### src/rtl/node_link_fifo.sv
// Single-clock FIFO linking one node's nibble output to a downstream node input; NODE_LINK_ZERO_EN zeroes out_data while empty.
// Latency 1 from push to out_valid; a push into a full FIFO without a same-cycle pop is dropped and latched in overflow.
module node_link_fifo #(
  parameter int WIDTH = 4,
  parameter int DEPTH = 4
) (
  input  logic                     clk,
  input  logic                     reset,
  input  logic [WIDTH-1:0]         in_data,
  input  logic                     in_valid,
  output logic                     in_ready,
  output logic [WIDTH-1:0]         out_data,
  output logic                     out_valid,
  input  logic                     out_ready,
  output logic [$clog2(DEPTH):0]   count,
  output logic                     overflow
);

  localparam int PW = $clog2(DEPTH);
  localparam int CW = PW + 1;
  localparam logic [CW-1:0] FULL_CNT = CW'(DEPTH);

  if ((DEPTH < 2) || (DEPTH > 16) || ((1 << PW) != DEPTH)) begin : g_bad_depth
    $error("node_link_fifo: DEPTH must be a power of two in 2..16");
  end

  logic [WIDTH-1:0] mem_q [DEPTH];
  logic [WIDTH-1:0] mem_d [DEPTH];
  logic [PW-1:0]    wr_ptr_q, wr_ptr_d;
  logic [PW-1:0]    rd_ptr_q, rd_ptr_d;
  logic [CW-1:0]    count_q, count_d;
  logic             overflow_q, overflow_d;

  logic full, empty, push, pop, drop;

  // Status comes only from the registered count so in_ready/out_valid never see same-cycle inputs.
  assign full  = (count_q == FULL_CNT);
  assign empty = (count_q == '0);

  assign pop  = !empty && out_ready;
  // A full FIFO still accepts when a pop frees the head slot in the same cycle.
  assign push = in_valid && (!full || out_ready);
  assign drop = in_valid && full && !out_ready;

  always_comb begin
    mem_d      = mem_q;
    wr_ptr_d   = wr_ptr_q;
    rd_ptr_d   = rd_ptr_q;
    count_d    = count_q;
    overflow_d = overflow_q | drop;

    if (push) begin
      mem_d[wr_ptr_q] = in_data;
      wr_ptr_d        = wr_ptr_q + 1'b1;
    end
    if (pop) begin
      rd_ptr_d = rd_ptr_q + 1'b1;
    end

    case ({push, pop})
      2'b10:   count_d = count_q + 1'b1;
      2'b01:   count_d = count_q - 1'b1;
      default: count_d = count_q;
    endcase
  end

  always_ff @(posedge clk) begin
    if (reset) begin
      wr_ptr_q   <= '0;
      rd_ptr_q   <= '0;
      count_q    <= '0;
      overflow_q <= 1'b0;
    end else begin
      wr_ptr_q   <= wr_ptr_d;
      rd_ptr_q   <= rd_ptr_d;
      count_q    <= count_d;
      overflow_q <= overflow_d;
    end
  end

  // Storage is left uninitialised; reset only clears the bookkeeping.
  always_ff @(posedge clk) begin
    mem_q <= mem_d;
  end

  assign in_ready  = !full;
  assign out_valid = !empty;
  assign count     = count_q;
  assign overflow  = overflow_q;

`ifdef NODE_LINK_ZERO_EN
  assign out_data = empty ? '0 : mem_q[rd_ptr_q];
`else
  assign out_data = mem_q[rd_ptr_q];
`endif

endmodule

### config.mk
export PLATFORM = sky130hd
export DESIGN_NAME = node_link_fifo
export DESIGN_NICKNAME = d
export VERILOG_FILES = /design/src/rtl/node_link_fifo.sv
export SDC_FILE = /design/constraint.sdc
export NUM_CORES = 1
export LEC_CHECK = 0
export ABC_CLOCK_PERIOD_IN_PS = 3900
export CELL_PAD_IN_SITES_DETAIL_PLACEMENT = 1
export CELL_PAD_IN_SITES_GLOBAL_PLACEMENT = 2
export CORE_MARGIN = 2
export CORE_UTILIZATION = 34
export CTS_BUF_LIST = sky130_fd_sc_hd__clkbuf_2
export DETAILED_ROUTE_END_ITERATION = 8
export PLACE_DENSITY = 0.71
export SLEW_MARGIN = 30
export SYNTH_ARGS = -nofsm -noshare
export SYNTH_HDL_FRONTEND = slang
export SYNTH_SLANG_ARGS = --single-unit
### constraint.sdc
create_clock -name clk -period 3.9 [get_ports clk]
set_input_delay 1.17 -clock clk [delete_from_list [all_inputs] [get_ports clk]]
set_output_delay 1.17 -clock clk [all_outputs]
set_load 0.01 [all_outputs]
==> results.yml, run 1 <==
place:
  gp_congestion: 0.6959
  hpwl_um: 1340
  port_buffers: 17
clock_network:
  post_cts_buffers: 0
  clock_latency_ns: 0.33
  htree_levels: 1
  cts_buffer_depth: 2
  numCtsBuffers: 3
  cts_root_buf: "clkbuf_2"
  cts_tree: "done"
  cts_resized: 0
  postCtsHoldBufs: 0
  clk_pin_slew_ns: 0.22
  cts.sinks: 24
sta:
  whs_ns: 0.5060
  setup-violations-final: 0
  min_period_ns: 3.141
  fmax_ghz: 0.3184
  grt_setup_unrepaired: "false"
  slew_headroom_pct: 75.30
  fin_tns_setup_ns: 0
  skew_ns: 0.002363
  fin_crit_sh_pct: 80.53
  hold_viol_final: 0
  worst_slew_pin_slew_ns: 0.3699
  slew_viol_final: 0
worst_setup_path:
  r2r_cells: 9
  cp.required_ns: 2.73
  cp.arrival_ns: 1.97
  end_kind: "output port"
  crit_type: "reg2out"
  path_max_fanout: 6
  critPathLaunchType: "register"
cells_and_area:
  nFillCells: 325
  drive_above_1_share_pct: 11.96
  antenna_cells: 0
  syn_to_final_growth_pct: 23.38
  nets: 107
global_routing:
  grt_usage_pct: 11.51
  grt_pass1_wl_um: 2925
  grt_pass1_vias: 613
  grt.overflow.total: 0
  antenna_found_initial: 0
  grt_max_degree: 15
floorplanning:
  die_w_um: 59.83
  core_um2: 3003
  fp-row-count: 20
  die_y_um: 59.83
  start_util_pct: 35.29
  dieArea_um2: 3580
  io_pins: 18
synth:
  synth_top_area_share_pct: 45.34
  yosysWarnings: 0
  syn_area_um2: 1060
  synth_seq_area_share_pct: 60.45
  synth.distinct_cells: 23
  synthTopCellsByArea: "edfxtp_1 45%, dfxtp_1 15%, mux4_2 8.5%"
  synth_flop_cell: "edfxtp_1"
  ys_seq_elements: 24
  synthCells: 73
  postSynthNetCount: 87
  yosys.area.top_type: "edfxtp_1"
  synthArstFlopShare_pct: 0
  synth_common_cells: "16 x edfxtp_1, 8 x dfxtp_1, 8 x nor2_1, 6 x inv_1, 5 x ha_1"
  yosysMostFrequentCell: "edfxtp_1"
  synth_edf_count: 16
  syn_avg_cell_area_um2: 14.52
pwr:
  power_leakage_nw: 0.4613
  vdd_drop_max_v: 0.0002511
  pwr_density_cell_nw_per_um2: 581.9
route:
  drt-total-wl_um: 1746
  avgViaCountPerCell: 4.840
  vias: 605
  ant_nets: 0
  wl_per_cell_um: 13.97
  drt-initial-drc-count: 12
  drc_errors: 0
  drt-pass1-iter-count: 2
hold_path:
  holdCritPathClass: "reg2reg"
  whs_path_depth: 2
run_status:
  status: "complete, no violations"
flow_run:
  maxCapViolations: 0
cell families after synthesis:
| group | count (synthesis) | share of synthesized area [%] |
|---|---|---|
| AOI/OAI and AO/OA | 6 | 3.541 |
| xor gates and xnor gates | 4 | 3.306 |
| adders and majority gates | 6 | 7.792 |
| buffers and inverters | 8 | 2.951 |
| DFF | 24 | 60.45 |
| muxes | 6 | 10.86 |
| and+or+nand+nor | 19 | 11.10 |
flip-flops by register name, indices dropped and copies added (netlist names):
signal    cells
rd_ptr_q      2
mem_q        16
count         3
overflow      1
wr_ptr_q      2
layer usage:
metal / vias up / part of all wire (%) / global-route usage (%)
met3: 2 / 3.0 / 2.814
met5: - / 0 / 0
met1: 297 / 46 / 15.35
li1: 298 / - / -
met4: 0 / 0.92 / 5.714
met2: 8 / 50 / 17.39
area by class of cell:
class | count | area, um2 | share of cell area [%]
flip-flops and latches | 24 | 640.6 | 49.00
multi-input cells | 41 | 387.9 | 29.67
repair buffers | 17 | 170.2 | 13.01
well taps | 33 | 41.29 | 3.158
clock inverters | 1 | 30.03 | 2.297
inverters | 6 | 22.52 | 1.722
clock buffers | 3 | 15.01 | 1.148
final timing paths:
| path | from | to | slack, ns |
|---|---|---|---|
| worst max-delay path | rd_ptr_q[0] | out_data[1] | 0.76 |
| worst min-delay path | overflow | overflow | 0.51 |
| worst max register to register | count[0] | count[2] | 1.61 |
| worst min register to register | overflow | overflow | 0.51 |
report_power, final:
group	leakage, nW	switching (mW)	internal (mW)
clock network	0.0266	0.0736	0.0884
registers	0.212	0.0460	0.305
logic	0.222	0.102	0.146
total	0.461	0.222	0.539
worst max-delay path, cell delays in order (launching register included):
cell	delay, ns
dfxtp_1	0.59
mux4_2	0.55
clkdlybuf4s50_1	0.50
metrics by stage:
step	instances	total power [mW]	instance area [um2]	utilization (%)	setup WS (ns)
finish	125	0.7609	1308	43.54	0.7592
global route	125	0.8093	1308	43.54	0.6272
CTS	125	0.7742	1308	43.54	0.7046
detailed placement	121	0.6105	1262	42.04	0.4246
global placement	121	0.6073	1262	42.04	0.4717
floorplan	73	0.4980	1060	-	1.116
cell usage in the layout (no fill, tap or decap), drive strengths merged, types with 2 or more instances in the layout:
| cell | Yosys | final |
|---|---|---|
| a21oi | 3 | 3 |
| and2 | 4 | 4 |
| clkbuf | 1 | 3 |
| clkdlybuf4s50 | 0 | 17 |
| dfxtp | 8 | 8 |
| edfxtp | 16 | 16 |
| ha | 5 | 5 |
| inv | 6 | 6 |
| mux4 | 4 | 4 |
| nand2b | 2 | 2 |
| nor2 | 8 | 8 |
| or3 | 2 | 2 |
| xor2 | 3 | 3 |
Power figures use the tool's default switching activity.
==> run 2, diff against run 1 <==
--- a/config.mk
+++ b/config.mk
@@ -5,7 +5,7 @@
 export SDC_FILE = /design/constraint.sdc
 export NUM_CORES = 1
 export LEC_CHECK = 0
-export ABC_CLOCK_PERIOD_IN_PS = 3900
+export ABC_CLOCK_PERIOD_IN_PS = 2990
 export CELL_PAD_IN_SITES_DETAIL_PLACEMENT = 1
 export CELL_PAD_IN_SITES_GLOBAL_PLACEMENT = 2
 export CORE_MARGIN = 2
==> constraint.sdc (replaced) <==
create_clock -name clk -period 2.99 [get_ports clk]
set_input_delay 0.897 -clock clk [delete_from_list [all_inputs] [get_ports clk]]
set_output_delay 0.897 -clock clk [all_outputs]
set_load 0.01 [all_outputs]
==> results.yml, run 2 (synthesized netlist as in run 1, its figures left out) <==
clock_network:
  htree_levels: 1
  cts_tree: "done"
  cts_buffer_depth: 2
  post_cts_buffers: 0
  cts_root_buf: "clkbuf_2"
  cts.sinks: 24
  clk_pin_slew_ns: 0.23
  clock_latency_ns: 0.33
  numCtsBuffers: 3
global_routing:
  grt_max_degree: 15
  grt_pass1_vias: 669
  antenna_found_initial: 0
  grt_pass1_wl_um: 3174
  grt_usage_pct: 12.19
  grt.overflow.total: 0
cells_and_area:
  syn_to_final_growth_pct: 26.33
  nets: 111
  largest_reg_flops: 16
  drive_above_1_share_pct: 16.67
  fin_cells: 129
  top_register: "mem_q"
  final_util_pct: 44.58
  final_cell_mix: "17 x clkdlybuf4s50_1, 16 x edfxtp_1, 8 x nor2_1, 7 x dfxtp_1, 6 x inv_1"
  antenna_cells: 0
  final_common_cell: "clkdlybuf4s50_1"
floorplanning:
  fp-row-count: 20
  die_w_um: 59.83
  die_y_um: 59.83
  start_util_pct: 35.29
  dieArea_um2: 3580
  core_um2: 3003
  io_pins: 18
worst_setup_path:
  max_stage_delay_ns: 0.53
  crit_path_cell_trace: "mux4_2, clkdlybuf4s50_1"
  cp.arrival_ns: 1.85
  crit_type: "reg2out"
  critPathSlowestCell: "mux4_2"
  critPathLaunchType: "register"
  path_max_fanout: 6
  cp.required_ns: 2.09
  r2r_cells: 9
  end_kind: "output port"
route:
  ant_nets: 0
  vias: 612
  drc_errors: 0
  drt-initial-drc-count: 14
  drt-pass1-iter-count: 6
  avgViaCountPerCell: 4.744
  drt-total-wl_um: 1879
  wl_per_cell_um: 14.57
sta:
  whs_ns: 0.5331
  fmax_ghz: 0.3643
  fin_crit_sh_pct: 91.81
  setup-violations-final: 0
  hold_viol_final: 0
  grt_setup_unrepaired: "false"
  worst_slew_pin_slew_ns: 0.3467
  slew_viol_final: 0
  slew_headroom_pct: 76.82
  skew_ns: 0.003504
  min_period_ns: 2.745
place:
  gp_congestion: 0.7514
  place_inst: 125
  hpwl_um: 1407
  port_buffers: 17
flow_run:
  maxCapViolations: 0
hold_path:
  whs_path_depth: 2
  holdCritPathClass: "reg2reg"
pwr:
  pwr_density_cell_nw_per_um2: 764.8
  vdd_drop_max_v: 0.0002382
  pwr-share-seq_pct: 44.9
  power.share.combinational_pct: 34.1
  switching_power_uw: 303.4
  p_int_uw: 720.5
  switching_share_pct: 29.63
  clkPwrFrac_pct: 21.0
  power_leakage_nw: 0.4819
run_status:
  status: "complete, no violations"
-- run 2: cell count changes in the layout (fill, tap and decap cells not counted) --
cell,change
buf_4,+4
dfxtp_2,+1
dfxtp_1,-1
-- run 2: critical path, delay by kind of cell (launching register included) --
kind / cells / cell delay (ns)
muxes: 1 / 0.53
DFF: 1 / 0.49
buffers and inverters: 1 / 0.49
-- run 2: per-layer routing --
metal | vias up | track usage (%) | routed length (um)
met5 | - | 0 | 0
met4 | 0 | 4.762 | 16
met3 | 2 | 2.814 | 48
met2 | 8 | 18.32 | 857
met1 | 297 | 17.04 | 956
li1 | 305 | - | -
-- run 2: worst paths after layout --
check	start	to	slack (ns)
setup / recovery	rd_ptr_q[0]	out_data[1]	0.24
hold / removal	wr_ptr_q[1]	wr_ptr_q[1]	0.53
setup reg to reg	count[0]	count[2]	0.81
hold reg to reg	wr_ptr_q[1]	wr_ptr_q[1]	0.53
-- run 2: cell type report --
type                       count  area (um2)
clock buffer                   3       15.01
clock inverter                 1       30.03
fill                         319        1664
inverter                       6       22.52
multi-input combinational     41       387.9
sequential                    24       641.9
tap                           33       41.29
timing repair buffer          21       200.2
-- run 2: timing repair --
action	CTS	global route
resized for setup	0	1
setup endpoints to repair	0	4
hold buffers	0	0
-- run 2: per-stage QoR --
stage	instance area, um2	total power [mW]	setup slack [ns]	TNS [ns]
after detailed placement	1292	0.8166	-0.03857	-0.03857
after floorplan	1060	0.6496	0.4786	0
after global routing	1339	1.095	0.1236	0
final	1339	1.024	0.2449	0
after CTS	1338	1.034	0.09125	0
after global placement	1292	0.8097	-0.01468	-0.01468
-- run 2: power groups by stage --
stage | Combinational [mW] | Sequential, mW | Clock (mW)
CTS | 0.356 | 0.461 | 0.217
floorplan | 0.201 | 0.449 | 0
global placement | 0.343 | 0.466 | 0
finish | 0.350 | 0.459 | 0.215
detailed placement | 0.348 | 0.469 | 0
global route | 0.389 | 0.471 | 0.236
